==> src/rtl/note_key_tx.sv <==
// note_key_tx: samples 12 note pads, encodes the lowest pressed pad as an
// ASCII key code and sends each new code as a UART 8N1 frame.
// Ports:
//   clk     - main clock, rising edge
//   rstb    - asynchronous active-low reset
//   inNote  - note pads, bit 0 = C .. bit 11 = B, 1 = pressed
//   outTx   - UART serial line, idle high
//   outBusy - high while a frame is in progress
//   outCode - code of the most recently launched frame
module note_key_tx #(
   parameter int C_CLK_FRQ   = 100_000_000,
   parameter int C_UART_RATE = 115_200
) (
   input  logic        clk,
   input  logic        rstb,
   input  logic [11:0] inNote,
   output logic        outTx,
   output logic        outBusy,
   output logic [7:0]  outCode
);

   localparam int C_BAUD_DIV = C_CLK_FRQ / C_UART_RATE;
   localparam int CW = (C_BAUD_DIV > 1) ? $clog2(C_BAUD_DIV) : 1;
   localparam logic [CW-1:0] CNT_LAST = CW'(C_BAUD_DIV - 1);

   typedef enum logic [1:0] {
      IDLE,
      START,
      DATA,
      STOP
   } stateT;

   stateT          state, stateNext;
   logic [11:0]    noteMeta, noteSync;
   logic [7:0]     code, codeNext;
   logic [7:0]     lastCode, lastNext;
   logic [7:0]     codeOutNext;
   logic [7:0]     shReg, shNext;
   logic [CW-1:0]  cnt, cntNext;
   logic [2:0]     bitIdx, bitNext;
   logic           txNext, busyNext;
   logic           wrap;

   function automatic logic [7:0] keyOf(input logic [3:0] idx);
      logic [7:0] k;
      case (idx)
         4'd0:    k = 8'h7A;
         4'd1:    k = 8'h73;
         4'd2:    k = 8'h78;
         4'd3:    k = 8'h64;
         4'd4:    k = 8'h63;
         4'd5:    k = 8'h76;
         4'd6:    k = 8'h67;
         4'd7:    k = 8'h62;
         4'd8:    k = 8'h68;
         4'd9:    k = 8'h6E;
         4'd10:   k = 8'h6A;
         4'd11:   k = 8'h6D;
         default: k = 8'h00;
      endcase
      return k;
   endfunction

   // Scan from the top so the lowest pressed pad overwrites last.
   always_comb begin
      codeNext = 8'h00;
      for (int i = 11; i >= 0; i--) begin
         if (noteSync[i]) codeNext = keyOf(4'(i));
      end
   end

   always_ff @(posedge clk or negedge rstb) begin
      if (!rstb) begin
         noteMeta <= '0;
         noteSync <= '0;
         code     <= 8'h00;
      end else begin
         noteMeta <= inNote;
         noteSync <= noteMeta;
         code     <= codeNext;
      end
   end

   assign wrap = (cnt == CNT_LAST);

   always_comb begin
      stateNext   = state;
      cntNext     = cnt;
      bitNext     = bitIdx;
      shNext      = shReg;
      txNext      = outTx;
      busyNext    = outBusy;
      lastNext    = lastCode;
      codeOutNext = outCode;
      unique case (state)
         IDLE: begin
            txNext = 1'b1;
            // Codes that changed and changed back during a frame
            // never reach this compare, so they are dropped.
            if (code != lastCode) begin
               lastNext    = code;
               codeOutNext = code;
               shNext      = code;
               cntNext     = '0;
               bitNext     = 3'd0;
               txNext      = 1'b0;
               busyNext    = 1'b1;
               stateNext   = START;
            end
         end
         START: begin
            if (wrap) begin
               cntNext   = '0;
               txNext    = shReg[0];
               shNext    = shReg >> 1;
               stateNext = DATA;
            end else begin
               cntNext = cnt + 1'b1;
            end
         end
         DATA: begin
            if (wrap) begin
               cntNext = '0;
               if (bitIdx == 3'd7) begin
                  txNext    = 1'b1;
                  stateNext = STOP;
               end else begin
                  bitNext = bitIdx + 3'd1;
                  txNext  = shReg[0];
                  shNext  = shReg >> 1;
               end
            end else begin
               cntNext = cnt + 1'b1;
            end
         end
         STOP: begin
            if (wrap) begin
               cntNext   = '0;
               busyNext  = 1'b0;
               stateNext = IDLE;
            end else begin
               cntNext = cnt + 1'b1;
            end
         end
         default: stateNext = IDLE;
      endcase
   end

   always_ff @(posedge clk or negedge rstb) begin
      if (!rstb) begin
         state    <= IDLE;
         cnt      <= '0;
         bitIdx   <= 3'd0;
         shReg    <= 8'h00;
         outTx    <= 1'b1;
         outBusy  <= 1'b0;
         lastCode <= 8'h00;
         outCode  <= 8'h00;
      end else begin
         state    <= stateNext;
         cnt      <= cntNext;
         bitIdx   <= bitNext;
         shReg    <= shNext;
         outTx    <= txNext;
         outBusy  <= busyNext;
         lastCode <= lastNext;
         outCode  <= codeOutNext;
      end
   end

endmodule

==> config.mk <==
export PLATFORM = sky130hd
export DESIGN_NAME = note_key_tx
export DESIGN_NICKNAME = d
export VERILOG_FILES = /design/src/rtl/note_key_tx.sv
export SDC_FILE = /design/constraint.sdc
export NUM_CORES = 1
export LEC_CHECK = 0
export ABC_AREA = 1
export CAP_MARGIN = 10
export CORE_MARGIN = 5
export CORE_UTILIZATION = 60
export CTS_CLUSTER_DIAMETER = 60
export DETAILED_ROUTE_END_ITERATION = 8
export PLACE_DENSITY = 0.92
export SETUP_SLACK_MARGIN = 0.02
export SYNTH_ARGS = -nofsm -noshare
export SYNTH_HDL_FRONTEND = slang
export SYNTH_SLANG_ARGS = --single-unit
==> constraint.sdc <==
create_clock -name clk -period 2.7 [get_ports clk]
set_input_delay 0.405 -clock clk [delete_from_list [all_inputs] [get_ports clk]]
set_output_delay 0.405 -clock clk [all_outputs]
set_load 0.05 [all_outputs]
==> run metrics, run 1 <==
Max Slew Vio Count=0; CTS Hold Buffers Added=0; r2r setup slk=0.85 ns; largest net degree at the start of global routing=27; GPL Wtd Cong=0.821; CP max stage delay=0.80 ns; CP max-delay cell=clkdlybuf4s50_1; Core Box Area=around 4400 sq um; RSZ-0062 raised after global routing=false; DP HPWL=between 3000 and 4000 um; Area Growth Syn to Fin=16.1%; post-route ant nets=0; Post-DP Area=3010 sq um; Util after Layout=72.8%; worst r2r dst=shReg[4]; Mapped Area=2770 sq um; Yosys cell types=34; class of the worst hold path=in2async; antenna violations before repair=0; DRT Pass-1 Iters=5; Std-Cell Rows=24; vias after detailed routing=roughly 2100; setup TNS=0 ns; Global Route Usage Sum=between 10% and 20%; Nets=360; PwrDens=roughly 1100 nW/um^2; clk sinks=60; CTS root buf=clkbuf_8; largest area contributor in the netlist=dfrtp_1; Post-CTS Resized=0; critical path endpoint category=output port; 1st-iter DRT viols=94; Chip Width=between 70 and 80 um; #FFs+latches synth=60; CP bufs+invs=1; Max Clock Freq=479 MHz; Synth area leaders=dfrtp_1 53%, nand2_1 12%, inv_1 4.5%, nand4_1 4.3%, ha_1 3.6%; first-pass GRT wire length=around 8900 um; CTS tree=yes; Primary FF master, synth=dfrtp_1; top cell type's share of synthesized area=a little over half; Post-Syn Area per Cell=just under 9 sq um; clk_lat worst skew=about 0.34 ns; Worst VDD drop=between 0.0004 and 0.0005 V; DRC=0; drt total wl=about 4900 um; reg2reg path depth=7; Num CTS Buffers=9; initial core utilization=a little over three fifths; max-cap violation count=0; status=finished, final reports clean; final worst-path cycle share=between 70% and 80%; Post-Syn Instances=between 300 and 400; Design Area, Final=3210 sq um; Diodes inserted=0; crit path DAT=approximately 1.7 ns; Worst Tran Pin Value=a little over 0.5 ns; Overflow after GRT=0; beginning of the worst register-to-register path=state[0]; # IOs=24; multi-input logic area=1070 sq um; DR WL/cell=around 12 um; Final Critical Period=2.09 ns; dpl ws=slightly above 0.9 ns; H-tree depth=3; leakage=around 1.6 nW; relative slew slack=between 60 and 70%; Via density=around 5.3; warning count from the yosys run=0; Async SR Flop Fraction=100%; delay-heaviest family, CP=buffers and inverters; CTS Buffer Depth=2; Final WS setup=~0.61 ns; vias in the first global route=roughly 2100; ordered list of cells on the worst path=clkdlybuf4s50_1; share of layout cells above drive strength 1=between 10% and 20%; sequential area share after synthesis=54.3%; final setup vio count=0; Post-synth EDFFs=0; Fillers=roughly 310; Setup crit start kind=register; IO buf count=22; FF/Latch Area=between 1500 and 2000 sq um; Max Clock Skew=about 0.011 ns; die span in y=between 70 and 80 um; syn nets=333; data required time of the worst path=around 2.3 ns; Clock transition at path regs=about 0.08 ns; crit path max fanout=2; final hold vios=0; Worst Path Class, Setup=reg2out; Die ar.=~6000 sq um; Post-CTS Setup Inserts=0; leading cell type in the layout, fill and taps excluded=nand2_1; most frequent cells in the layout=87 x nand2_1, 59 x dfrtp_1, 33 x inv_1
final cells by class:
| type | instances | area share (%) |
|---|---|---|
| tap | 52 | 2.03 |
| inverter | 37 | 4.32 |
| multi-input combinational | 206 | 33.5 |
| sequential | 60 | 46.8 |
| clock inverter | 7 | 2.38 |
| timing repair buffer | 24 | 7.17 |
| clock buffer | 9 | 3.86 |
how the worst max path moves through the flow:
stage	cells past startpoint	slack (ns)	start	endpoint
final	1	0.61	outTx	outTx
after global placement	1	0.99	outTx	outTx
after detailed placement	7	0.93	state[0]	shReg[4]
after floorplan	7	1.09	state[0]	shReg[0]
after CTS	1	0.59	outTx	outTx
after global routing	1	0.57	outTx	outTx
synthesized netlist by cell type (2+ instances only):
| cell type | n |
|---|---|
| inv_1 | 33 |
| nor2_1 | 23 |
| inv_2 | 3 |
| xor2_1 | 2 |
| nor2_2 | 4 |
| buf_4 | 5 |
| clkbuf_1 | 2 |
| o21ai_0 | 9 |
| o21ai_1 | 20 |
| nand4_1 | 19 |
| nand3b_1 | 2 |
| dfrtp_1 | 59 |
| o211ai_1 | 2 |
| nand3_4 | 2 |
| nand2_1 | 87 |
| a21oi_1 | 2 |
| ha_1 | 8 |
| nand2_2 | 2 |
| nand3_1 | 12 |
sequential cells by signal, summed over array words and instances (netlist names):
name,flops
code,6
bitIdx,3
noteSync,12
lastCode,6
outBusy,1
shReg,7
noteMeta,12
outTx,1
state,2
cnt,10
through the flow:
step	total power, mW	instances	hold slack, ns
finish	3.45	395	0.00470
global route	3.72	395	0.0297
CTS	3.47	395	0.00654
detailed placement	2.65	379	0.335
global placement	2.59	379	0.333
floorplan	2.31	311	0.109
power by group:
group / switching (mW) / total, mW / internal, mW
logic: 0.919 / 1.41 / 0.490
registers: 0.143 / 1.23 / 1.09
clock network: 0.376 / 0.806 / 0.430
metal layers:
layer / global-route usage, % / routed length, um
met1: 22.6 / 2160
met3: 8.10 / 185
met4: 6.59 / 114
met5: 0 / 0
met2: 29.0 / 2460
logic make-up (layout without fill, tap and decap cells):
| kind of cell | count (synthesis) | count (layout) | synth area share [%] |
|---|---|---|---|
| other | 1 | 1 | 0.136 |
| and+or+nand+nor | 157 | 157 | 26.7 |
| DFF | 60 | 60 | 54.3 |
| adders and majority gates | 8 | 8 | 3.62 |
| xor gates and xnor gates | 2 | 2 | 0.633 |
| AOI/OAI and AO/OA | 38 | 38 | 7.78 |
| buffers and inverters | 45 | 77 | 6.83 |
Power figures use the tool's default switching activity.
==> inputs of run 2 (changes only) <==
- CORE_UTILIZATION: 60 -> 57
- PLACE_DENSITY: 0.92 -> 0.89
- clock period: 2.7 -> 2.1 ns (I/O delays scaled with it)
==> run metrics, run 2 (synthesis gave the netlist of run 1 again) <==
status=finished, final reports clean; Clock transition at path regs=around 0.07 ns; data required time of the worst path=roughly 1.8 ns; leakage=roughly 1.6 nW; Max Slew Vio Count=0; crit path DAT=approximately 1.7 ns; DRT Pass-1 Iters=4; Core Box Area=roughly 4700 sq um; reg2reg path depth=7; Setup crit start kind=register; RSZ-0062 raised after global routing=false; die span in y=~80 um; Global Route Usage Sum=a little under a fifth; GPL Wtd Cong=~0.8; CTS root buf=clkbuf_8; Area Growth Syn to Fin=18.5%; post-route ant nets=0; Worst Tran Pin Value=roughly 0.53 ns; relative slew slack=approximately two thirds; Final Critical Period=between 2 and 2.5 ns; antenna violations before repair=0; setup TNS=0 ns; clk sinks=60; worst setup path startpoint=outTx; Critical Path End=outTx; vias after detailed routing=around 2100; initial core utilization=58.6%; Max Clock Freq=between 400 and 500 MHz; DR WL/cell=between 10 and 15 um; CP Depth=1; worst r2r dst=shReg[4]; largest net degree at the start of global routing=61; Util after Layout=between 60% and 70%; top flop regs=noteMeta (12), noteSync (12), cnt (10); Chip Width=roughly 80 um; Post-CTS Resized=0; CP bufs+invs=1; Via density=around 5.1; IO buf count=22; Nets=about 360; clk_lat worst skew=0.33 ns; share of layout cells above drive strength 1=between 10% and 20%; Std-Cell Rows=25; # IOs=24; drt total wl=5230 um; 1st-iter DRT viols=95; beginning of the worst register-to-register path=state[0]; Post-CTS Setup Inserts=0; critical path endpoint category=output port; Diodes inserted=0; Overflow after GRT=0; class of the worst hold path=reg2reg; Die ar.=between 6000 and 7000 sq um; CTS Buffer Depth=2; final worst-path cycle share=a little over nine tenths; ordered list of cells on the worst path=clkdlybuf4s50_1; delay-heaviest family, CP=buffers and inverters; DRC=0; CTS tree=yes; DP HPWL=between 3000 and 4000 um; Num CTS Buffers=9; Max Clock Skew=slightly below 0.006 ns; r2r setup slk=0.29 ns; max-cap violation count=0; leading cell type in the layout, fill and taps excluded=nand2_1; CP max-delay cell=clkdlybuf4s50_1; Worst VDD drop=0.000784 V; crit path max fanout=2; PwrDens=between 1000 and 1500 nW/um^2; vias in the first global route=about 2200; CP max stage delay=about 0.81 ns; H-tree depth=3; Worst Path Class, Setup=reg2out; final setup vio count=0; first-pass GRT wire length=just over 9000 um; most frequent cells in the layout=87 x nand2_1, 59 x dfrtp_1, 33 x inv_1; CTS Hold Buffers Added=1; final hold vios=0
## run 2: how the worst min path moves through the flow
stage / start / endpoint / depth (start not counted)
floorplan: rstb / bitIdx[0] / 0
global placement: noteMeta[8] / noteSync[8] / 0
detailed placement: rstb / bitIdx[2] / 2
CTS: noteMeta[11] / noteSync[11] / 0
global route: noteMeta[7] / noteSync[7] / 0
finish: noteMeta[11] / noteSync[11] / 0
## run 2: power by group
part | switching [mW] | leakage (nW) | internal, mW
registers | 0.186 | 0.726 | 1.40
logic | 1.19 | 0.780 | 0.637
clock network | 0.451 | 0.105 | 0.697
total | 1.83 | 1.61 | 2.74
## run 2: final cells by class
class | count | area (sq um)
clock buffers | 10 | 138
clock inverters | 6 | 87.6
fillers | 351 | 1450
inverters | 37 | 139
multi-input cells | 206 | 1070
flip-flops and latches | 60 | 1500
well taps | 67 | 83.8
repair buffers | 25 | 253
## run 2: stage by stage
step / cell area, sq um / setup slack (ns) / instances / power (mW) / hold slack (ns)
CTS: 3280 / 0.0670 / 411 / 4.60 / 0.354
global route: 3280 / 0.0584 / 411 / 4.88 / 0.368
global placement: 3040 / 0.389 / 394 / 3.36 / 0.331
floorplan: 2770 / 0.489 / 311 / 2.97 / 0.0194
finish: 3280 / 0.0843 / 411 / 4.57 / 0.353
detailed placement: 3040 / 0.328 / 394 / 3.43 / 0.337
## run 2: metal layers
layer | up-vias | global-route usage, % | share of wire [%]
met4 | 0 | 9.97 | 1.2
li1 | 1061 | - | -
met2 | 38 | 31.1 | 50
met5 | - | 0 | 0
met3 | 8 | 4.85 | 4.7
met1 | 997 | 22.5 | 44
